### src/rtl/sram_like_slave.sv
// sram_like_slave: sram-like bus responder that queues requests onto a 1-cycle-latency single-port SRAM.
// Define SRAM_LIKE_SLAVE_STALL_EN to add LFSR-driven addr_ok backpressure.
module sram_like_slave #(
  parameter int DEPTH = 2
) (
  input  logic        clk,
  input  logic        rst,
  input  logic        req,
  input  logic        wr,
  input  logic [1:0]  size,
  input  logic [31:0] addr,
  input  logic [31:0] wdata,
  output logic        addr_ok,
  output logic        data_ok,
  output logic [31:0] rdata,
  output logic        ram_en,
  output logic [3:0]  ram_wen,
  output logic [31:0] ram_addr,
  output logic [31:0] ram_wdata,
  input  logic [31:0] ram_rdata
);
  localparam logic [2:0] W_DEPTH = 3'(DEPTH);
  localparam logic [1:0] W_LAST = 2'(DEPTH - 1);
  typedef struct packed {
    logic        wr;
    logic [3:0]  mask;
    logic [29:0] waddr;
    logic [31:0] wdata;
  } entry_t;
  entry_t      r_q [4];
  entry_t      w_head;
  logic [1:0]  r_wptr, r_rptr;
  logic [2:0]  r_qcnt, r_cnt;
  logic        r_rsp_v, r_rsp_wr;
  logic        w_push, w_pop, w_room;
  logic [3:0]  w_mask;
  assign w_mask = size == 2'd0 ? 4'b0001 << addr[1:0] :
                  size == 2'd1 ? (addr[1] ? 4'b1100 : 4'b0011) : 4'b1111;
  // Subtracting the response leaving this cycle lets a full slave accept in the same cycle.
  assign w_room = (r_cnt - {2'b00, r_rsp_v}) < W_DEPTH;
`ifdef SRAM_LIKE_SLAVE_STALL_EN
  logic [15:0] r_lfsr;
  always_ff @(posedge clk)
    r_lfsr <= rst ? 16'hACE1 : {r_lfsr[14:0], r_lfsr[15] ^ r_lfsr[13] ^ r_lfsr[12] ^ r_lfsr[10]};
  assign addr_ok = w_room & (rst | (|r_lfsr[1:0]));
`else
  assign addr_ok = w_room;
`endif
  assign w_push = req & addr_ok & ~rst;
  assign w_pop = (r_qcnt != 3'd0) & ~rst;
  assign w_head = r_q[r_rptr];
  assign ram_en = w_pop;
  assign ram_wen = (w_pop & w_head.wr) ? w_head.mask : 4'b0000;
  assign ram_addr = {w_head.waddr, 2'b00};
  assign ram_wdata = w_head.wdata;
  assign data_ok = r_rsp_v;
  assign rdata = (r_rsp_v & ~r_rsp_wr) ? ram_rdata : 32'h0;
  always_ff @(posedge clk)
    if (w_push) r_q[r_wptr] <= '{wr: wr, mask: w_mask, waddr: addr[31:2], wdata: wdata};
  always_ff @(posedge clk) begin
    if (rst) begin
      r_wptr   <= 2'd0;
      r_rptr   <= 2'd0;
      r_qcnt   <= 3'd0;
      r_cnt    <= 3'd0;
      r_rsp_v  <= 1'b0;
      r_rsp_wr <= 1'b0;
    end else begin
      if (w_push) r_wptr <= r_wptr == W_LAST ? 2'd0 : r_wptr + 2'd1;
      if (w_pop) r_rptr <= r_rptr == W_LAST ? 2'd0 : r_rptr + 2'd1;
      r_qcnt   <= r_qcnt + {2'b00, w_push} - {2'b00, w_pop};
      r_cnt    <= r_cnt + {2'b00, w_push} - {2'b00, r_rsp_v};
      r_rsp_v  <= w_pop;
      r_rsp_wr <= w_head.wr;
    end
  end
endmodule
### config.mk
export PLATFORM = sky130hd
export DESIGN_NAME = sram_like_slave
export DESIGN_NICKNAME = d
export VERILOG_FILES = /design/src/rtl/sram_like_slave.sv
export SDC_FILE = /design/constraint.sdc
export NUM_CORES = 1
export LEC_CHECK = 0
export ABC_AREA = 1
export BUFFER_PORTS_ARGS = -buffer_cell sky130_fd_sc_hd__buf_4
export CAP_MARGIN = 15
export CORE_MARGIN = 2
export CORE_UTILIZATION = 52
export CTS_BUF_LIST = sky130_fd_sc_hd__clkbuf_4 sky130_fd_sc_hd__clkbuf_8
export DETAILED_ROUTE_END_ITERATION = 6
export MAX_ROUTING_LAYER = met4
export PLACE_DENSITY = 0.85
export SLEW_MARGIN = 25
export SYNTH_ARGS = -nofsm -noshare
export SYNTH_HDL_FRONTEND = slang
export SYNTH_SLANG_ARGS = --single-unit
### constraint.sdc
create_clock -name clk -period 5.4 [get_ports clk]
set_input_delay 1.08 -clock clk [delete_from_list [all_inputs] [get_ports clk]]
set_output_delay 1.08 -clock clk [all_outputs]
set_load 0.1 [all_outputs]
# Word-level counts from Yosys, hierarchy flattened
# Memory sizes are Yosys's and may differ from the RTL's. A register that Yosys moved wholly into a read port is not among the register bits.
# Cells that the tools add are included.
[totals] mem_count=1 in_bits=102 rom_bits=0 output_inout_bits=103 register_bits=12 ramBits=268 elab_cells=39 latchBits=0
[memory_table] memory="r_q" depth=4 word_bits=67 rd=1 rd_clocked_by_memory_dff=1 write_ports=1 line="30" source="entry_t r_q [4];"
[classes] n_bitwise=7 order_cmp=1 mul=0 n_mux=11 div_mod_pow=0 n_addsub=7 n_reduce_logical=2 n_eq_ne=3 shifts=1
[ops] cell="$mux 32" count=1
[ops] cell="$mux 4" count=4
[ops] cell="$sub 3x1->3" count=3
[ops] cell="$mux 2" count=4
[ops] cell="$add 3x1->3" count=2
[ops] cell="$eq 2x1->1 const B" count=3
[ops] cell="$and 1x1->1" count=5
[ops] cell="$add 2x1->2 const B" count=2
[ops] cell="$shl 1x2->4 const A" count=1
[ops] cell="$lt 3x2->1 const B" count=1
[ops] cell="$reduce_bool 3->1" count=1
[ops] cell="$logic_not 2->1" count=1
[ops] cell="$mux 1" count=2
[ops] cell="$not 1->1" count=2

# Logic depth before layout (Yosys ltp)
# Gate-level depths: netlist of run 1.
[logic_depth] ltp_word=6 ltp_mapped=17

# Least setup slack after synthesis of run 1
# No wires, ideal clock.
[synth_path] kind="input -> output" from="input port rst" to="output port ram_wen[0]" path_slack_ns=0.129 n_path_buf=1 required_ns=4.320 path_stages=4 arrival_ns=4.191 cell_sequence="buf_2 -> nor2_1 -> nand2_1 -> nor2_1"
[synth_between] elab_chain_cells=4
[synth_rtl] element="from (decl)" line="7" source="input logic rst,"
[synth_rtl] element="$not 1->1" line="50" source="assign w_pop = (r_qcnt != 3'd0) & ~rst;"
[synth_rtl] element="$and 1x1->1" line="50"
[synth_rtl] element="net ram_en" line="16" source="output logic ram_en,"
[synth_rtl] element="$and 1x1->1" line="53" source="assign ram_wen = (w_pop & w_head.wr) ? w_head.mask : 4'b0000;"
[synth_rtl] element="$mux 4" line="53"
[synth_rtl] element="to (decl)" line="17" source="output logic [3:0] ram_wen,"
# The timed path passes the listed nets, and every way through them passes these cells.

==> results of run 1 <==
==> Yosys cell counts (all sizes together) (2+ instances only) <==
cell    count  area (µm²)
nor2      197         742
o21ai     138         691
a21oi       5        25.0
dfxtp      14         280
inv        63         241
nand2      15        56.3
fa          2        40.0
ha          5        62.6
clkbuf     21        78.8
edfxtp    268        8050
o22ai      62         500
xnor2       2        17.5
buf        91         726
==> worst register-to-register path: stages, from the launching register on <==
cell     delay (ns)
dfxtp_1        0.32
inv_1          0.07
nor2_1         0.05
ha_1           0.29
inv_1          0.04
a21oi_1        0.10
nand4_1        0.28
nor2_4         0.82
buf_4          0.48
==> kinds of logic (layout without fill, tap and decap cells) <==
group                    Yosys count  after routing  share of synthesized area
AO/OA/AOI/OAI                    206            206                      0.106
XOR/XNOR                           3              3                    0.00227
adder cells (fa/ha/maj)            7              7                    0.00888
buffers and inverters            175            350                     0.0905
flip-flops                       282            282                      0.721
other                              1              2                   0.000325
AND/OR/NAND/NOR                  216            216                     0.0710
==> placed cells by master (no fill, tap or decap), types with 4 or more instances in the layout <==
master and count:
edfxtp_1 268, inv_1 61, a21oi_1 5, o22ai_2 18, clkbuf_8 45, clkbuf_4 14, nor2_4 4, clkinv_2 7
o22ai_1 44, nor2_1 192, clkinv_1 7, o21ai_0 137, nand2_1 15, bufinv_16 4, ha_1 5, dfxtp_1 12
buf_4 207
==> area by class of cell <==
class,count,area [µm²],area share
clock buffer,59,724,0.0531
clock inverter,18,181,0.0133
inverter,63,241,0.0177
multi-input combinational,434,2220,0.162
sequential,282,8330,0.610
tap,280,350,0.0257
timing repair buffer,210,1610,0.118
==> power by group through the flow <==
stage                     Sequential [W]  Clock [W]  Combinational (W)
after floorplan                  0.00267          0            0.00298
after global routing             0.00265    0.00195            0.00344
after CTS                        0.00264    0.00186            0.00332
after detailed placement         0.00268          0            0.00331
after global placement           0.00268          0            0.00327
final                            0.00264    0.00182            0.00330
==> worst paths after layout <==
path              slack, ns  cells after the start    endpoint
hold / removal         0.43                      2    register
setup / recovery       1.36                      8  ram_wen[1]
setup reg to reg       2.59                      8   r_q[1][6]
hold reg to reg        0.43                      2    register
==> through the flow <==
step	hold slack, ns	std cells	utilization
after floorplan	0.402	891	-
after global placement	0.407	1269	0.584
after detailed placement	0.418	1269	0.584
after CTS	0.428	1346	0.625
after global routing	0.469	1346	0.626
final	0.429	1346	0.626
==> state kept, by name, summed over array words and instances (netlist names), named ones only <==
name and cells:
r_qcnt 3, r_rptr 2, r_cnt 3, r_q 268, r_wptr 2, data_ok 1, r_rsp_wr 1
==> layer usage <==
metal / global-route usage / part of all wire / up-vias
met5: - / 0 / -
met4: 0.0525 / 0.014 / 0
met3: 0.0451 / 0.065 / 39
met2: 0.356 / 0.52 / 246
met1: 0.233 / 0.40 / 3427
li1: - / - / 3365
==> results.toml, run 1 <==
[drt]
dr.pass1.iters = 5
vias = 7077
ant_nets = 0
drc = 0
drtIter0Drc = 541
vias_per_cell = 5.26
wl_mm = 23.5
wl_per_cell_um = 17.5

[global_route]
globalRouteTotalUtil = 0.202
grt_pass1_wl_mm = 36.3
grt_overflow = 0
grt_pass1_vias = 7188
grt_max_degree = 136
antenna_found_initial = 0

[worst_setup_path]
startpoint_type = "register"
critPathCaptureType = "output pin"
worst_ep_required_time_ns = 4.32
cpMostUsedCell = "nor2_1"
crit_buf_inv = 3
timing.rr.start = "data_ok"
worstPathArrival_ns = 2.96
crit_chain = "buf_4, nor2_1, nor2_1, o21ai_0, nand2_1, inv_1, nor2_1, buf_4"
critPathMaxStageDelay_ns = 0.81
cp_max_fo = 92
crit_type = "register to output pin"
critPathSlowestCell = "buf_4"
cpLargestDelayFamily = "buffers and inverters"

[power_and_ir_drop]
p_total_w = 0.00775
netSwitchingPower_w = 0.00351
power_frac_comb = 0.425
switching_share = 0.452
p_leak_nw = 5.17
p_per_area_mw_per_mm2 = 568
clockPowerShare = 0.235
seqPwrFrac = 0.340
ir_drop_mv = 0.368
p_int_w = 0.00425

[synthesis]
synth_cell_types = 28
ys_async_sr_fraction = 0
avgSynthCellArea_um2 = 13.0
synth-edff-count = 268
ys_seq_elements = 282
syn-cell-area_mm2 = 0.0116
synth_warnings = 0
synthFlopType = "edfxtp_1"
synthCells = 890
ys_seq_area_frac = 0.721

[timing]
slew_violations = 0
finalCriticalPeriod_ns = 4.04
period_share = 0.748
worst_pin_slew_ns = 0.946
fmax_mhz = 247
setup_violations = 0
fin_tns_setup_ns = 0
skew_ns = 0.0272
worst_slack_ns = 1.36
hold_viol = 0
maxSlewHeadroom = 0.368
rsz0062_at_grt = "false"

[run_status]
status = "completed"

[final_layout]
drive_gt1_frac = 0.290
syn_to_final_growth_pct = 18.1
fill_cells = 1600
design_area_mm2 = 0.0137
diodes = 0
fin_nets = 1143

[place]
dp_slack_ns = 1.90
placed_cell_area_mm2 = 0.0127
port_buffers = 202
hpwlAfterDp_mm = 13.6
gp_congestion = 0.754

[die]
io_pins = 205
chipHeight_um = 153
start_util = 0.530
die_width_um = 153
coreArea_mm2 = 0.0218
die-area_mm2 = 0.0234
num_rows = 54

[clock_network]
cts_buffers = 43
clkTransAtPathRegs_ns = 0.06
root_buffer = "clkbuf_8"
htree_num_levels = 2
clock-sinks = 282
clk_latency_ns = 0.53
cts_tree = "yes"
ctsHoldBuffers = 0
cts_resized = 0
clockBufferDepth = 3
cts_setup_buffers = 0

[job]
drv_cap = 0

[worst_hold_path]
worst_hold_startpoint = "r_rptr[1]"
min_path_type = "register to register"
No activity file was read; power rests on OpenSTA's default activity.
==> run 2, diff against run 1 <==
==> constraint.sdc (replaced) <==
create_clock -name clk -period 3.9 [get_ports clk]
set_input_delay 0.78 -clock clk [delete_from_list [all_inputs] [get_ports clk]]
set_output_delay 0.78 -clock clk [all_outputs]
set_load 0.1 [all_outputs]
==> results.toml, run 2 (synthesis gave the netlist of run 1 again) <==
[timing]
fin_tns_setup_ns = 0
finalCriticalPeriod_ns = 3.34
period_share = 0.856
worst_pin_slew_ns = 0.734
setup_violations = 0
slew_violations = 0
hold_viol = 0
rsz0062_at_grt = "false"
worst_hold_slack_ns = 0.419
skew_ns = 0.0158
fmax_mhz = 299
maxSlewHeadroom = 0.511

[worst_setup_path]
r2r_slack_ns = 1.30
crit_type = "register to output pin"
startpoint_type = "register"
worstPathArrival_ns = 2.56
worst_ep_required_time_ns = 3.12
cp_max_fo = 55
critPathCaptureType = "output pin"

[die]
start_util = 0.530
die_width_um = 153
num_rows = 54
io_pins = 205
chipHeight_um = 153
die-area_mm2 = 0.0234
coreArea_mm2 = 0.0218

[drt]
dr.pass1.iters = 5
drc = 0
drtIter0Drc = 457
vias = 7148
wl_per_cell_um = 17.3
ant_nets = 0
wl_mm = 23.4
vias_per_cell = 5.29

[place]
gp_congestion = 0.733
hpwlAfterDp_mm = 13.6
port_buffers = 202
post-place-cells = 1274
placed_cell_area_mm2 = 0.0128

[run_status]
status = "completed"

[clock_network]
cts_setup_buffers = 0
cts_resized = 0
root_buffer = "clkbuf_8"
clock-sinks = 282
htree_num_levels = 2
cts_tree = "yes"
ctsHoldBuffers = 0
clkTransAtPathRegs_ns = 0.06
cts_buffers = 45
clockBufferDepth = 3
clk_latency_ns = 0.53

[global_route]
grt_overflow = 0
grt_max_degree = 68
grt_pass1_wl_mm = 36.5
antenna_found_initial = 0
globalRouteTotalUtil = 0.204
grt_pass1_vias = 7210

[job]
drv_cap = 0

[final_layout]
largest_register_ffs = 268
mostFrequentLayoutCells = "edfxtp_1, buf_4, nor2_1, o21ai_0, inv_1"
regMostFlops = "r_q"
diodes = 0
reg_top3 = "r_q: 268 flops, r_cnt: 3 flops, r_qcnt: 3 flops"
final_common_cell = "edfxtp_1"
syn_to_final_growth_pct = 18.7
drive_gt1_frac = 0.299
fin_cells = 1352
fin_nets = 1150
design_area_mm2 = 0.0137

[power_and_ir_drop]
p_total_w = 0.0108
p_per_area_mw_per_mm2 = 785
p_leak_nw = 5.19
ir_drop_mv = 0.664

[worst_hold_path]
min_path_type = "register to register"
-- run 2: cell types whose count changed in the layout (fill, tap and decap cells not counted), sizes merged --
| cell | delta |
|---|---|
| buf | +5 |
| clkinvlp | +1 |
| clkinv | -6 |
| bufinv | -2 |
| clkbuf | +8 |
-- run 2: cell type report --
cell class | count | area, µm²
multi-input cells | 434 | 2230
flip-flops and latches | 282 | 8330
inverters | 63 | 241
fillers | 1586 | 8110
repair buffers | 215 | 1640
well taps | 280 | 350
clock inverters | 11 | 100
clock buffers | 67 | 822
-- run 2: per-layer routing --
metal | track usage | part of all wire | up-vias
li1 | - | - | 3385
met1 | 0.246 | 0.39 | 3408
met2 | 0.340 | 0.50 | 309
met3 | 0.0482 | 0.080 | 46
met4 | 0.0710 | 0.022 | 0
met5 | - | 0 | -
-- run 2: path summary, 6_finish.rpt --
kind / startpoint / to / depth (start not counted)
worst max register to register: data_ok / r_cnt[2] / 15
worst min register to register: r_rptr[1] / register / 2
worst max-delay path: register / ram_wdata[30] / 5
worst min-delay path: r_rptr[1] / register / 2
-- run 2: stage by stage --
stage,worst slack (ns),util
6_report,0.560,0.628
5_1_grt,0.322,0.628
4_1_cts,0.536,0.628
3_5_place_dp,1.08,0.586
3_3_place_gp,1.16,0.586
2_1_floorplan,-1.04,-
-- run 2: worst max-delay path: stages (launching register included) --
cell	delay (ns)
dfxtp_4	0.49
inv_6	0.37
buf_4	0.41
o21ai_0	0.13
o22ai_1	0.25
buf_4	0.34
-- run 2: power breakdown --
part	leakage, nW	total (W)	switching (W)	internal (W)
logic	2.17	0.00459	0.00370	0.000889
clock network	0.486	0.00253	0.00106	0.00147
registers	2.53	0.00365	0.000111	0.00354
total	5.19	0.0108	0.00487	0.00590
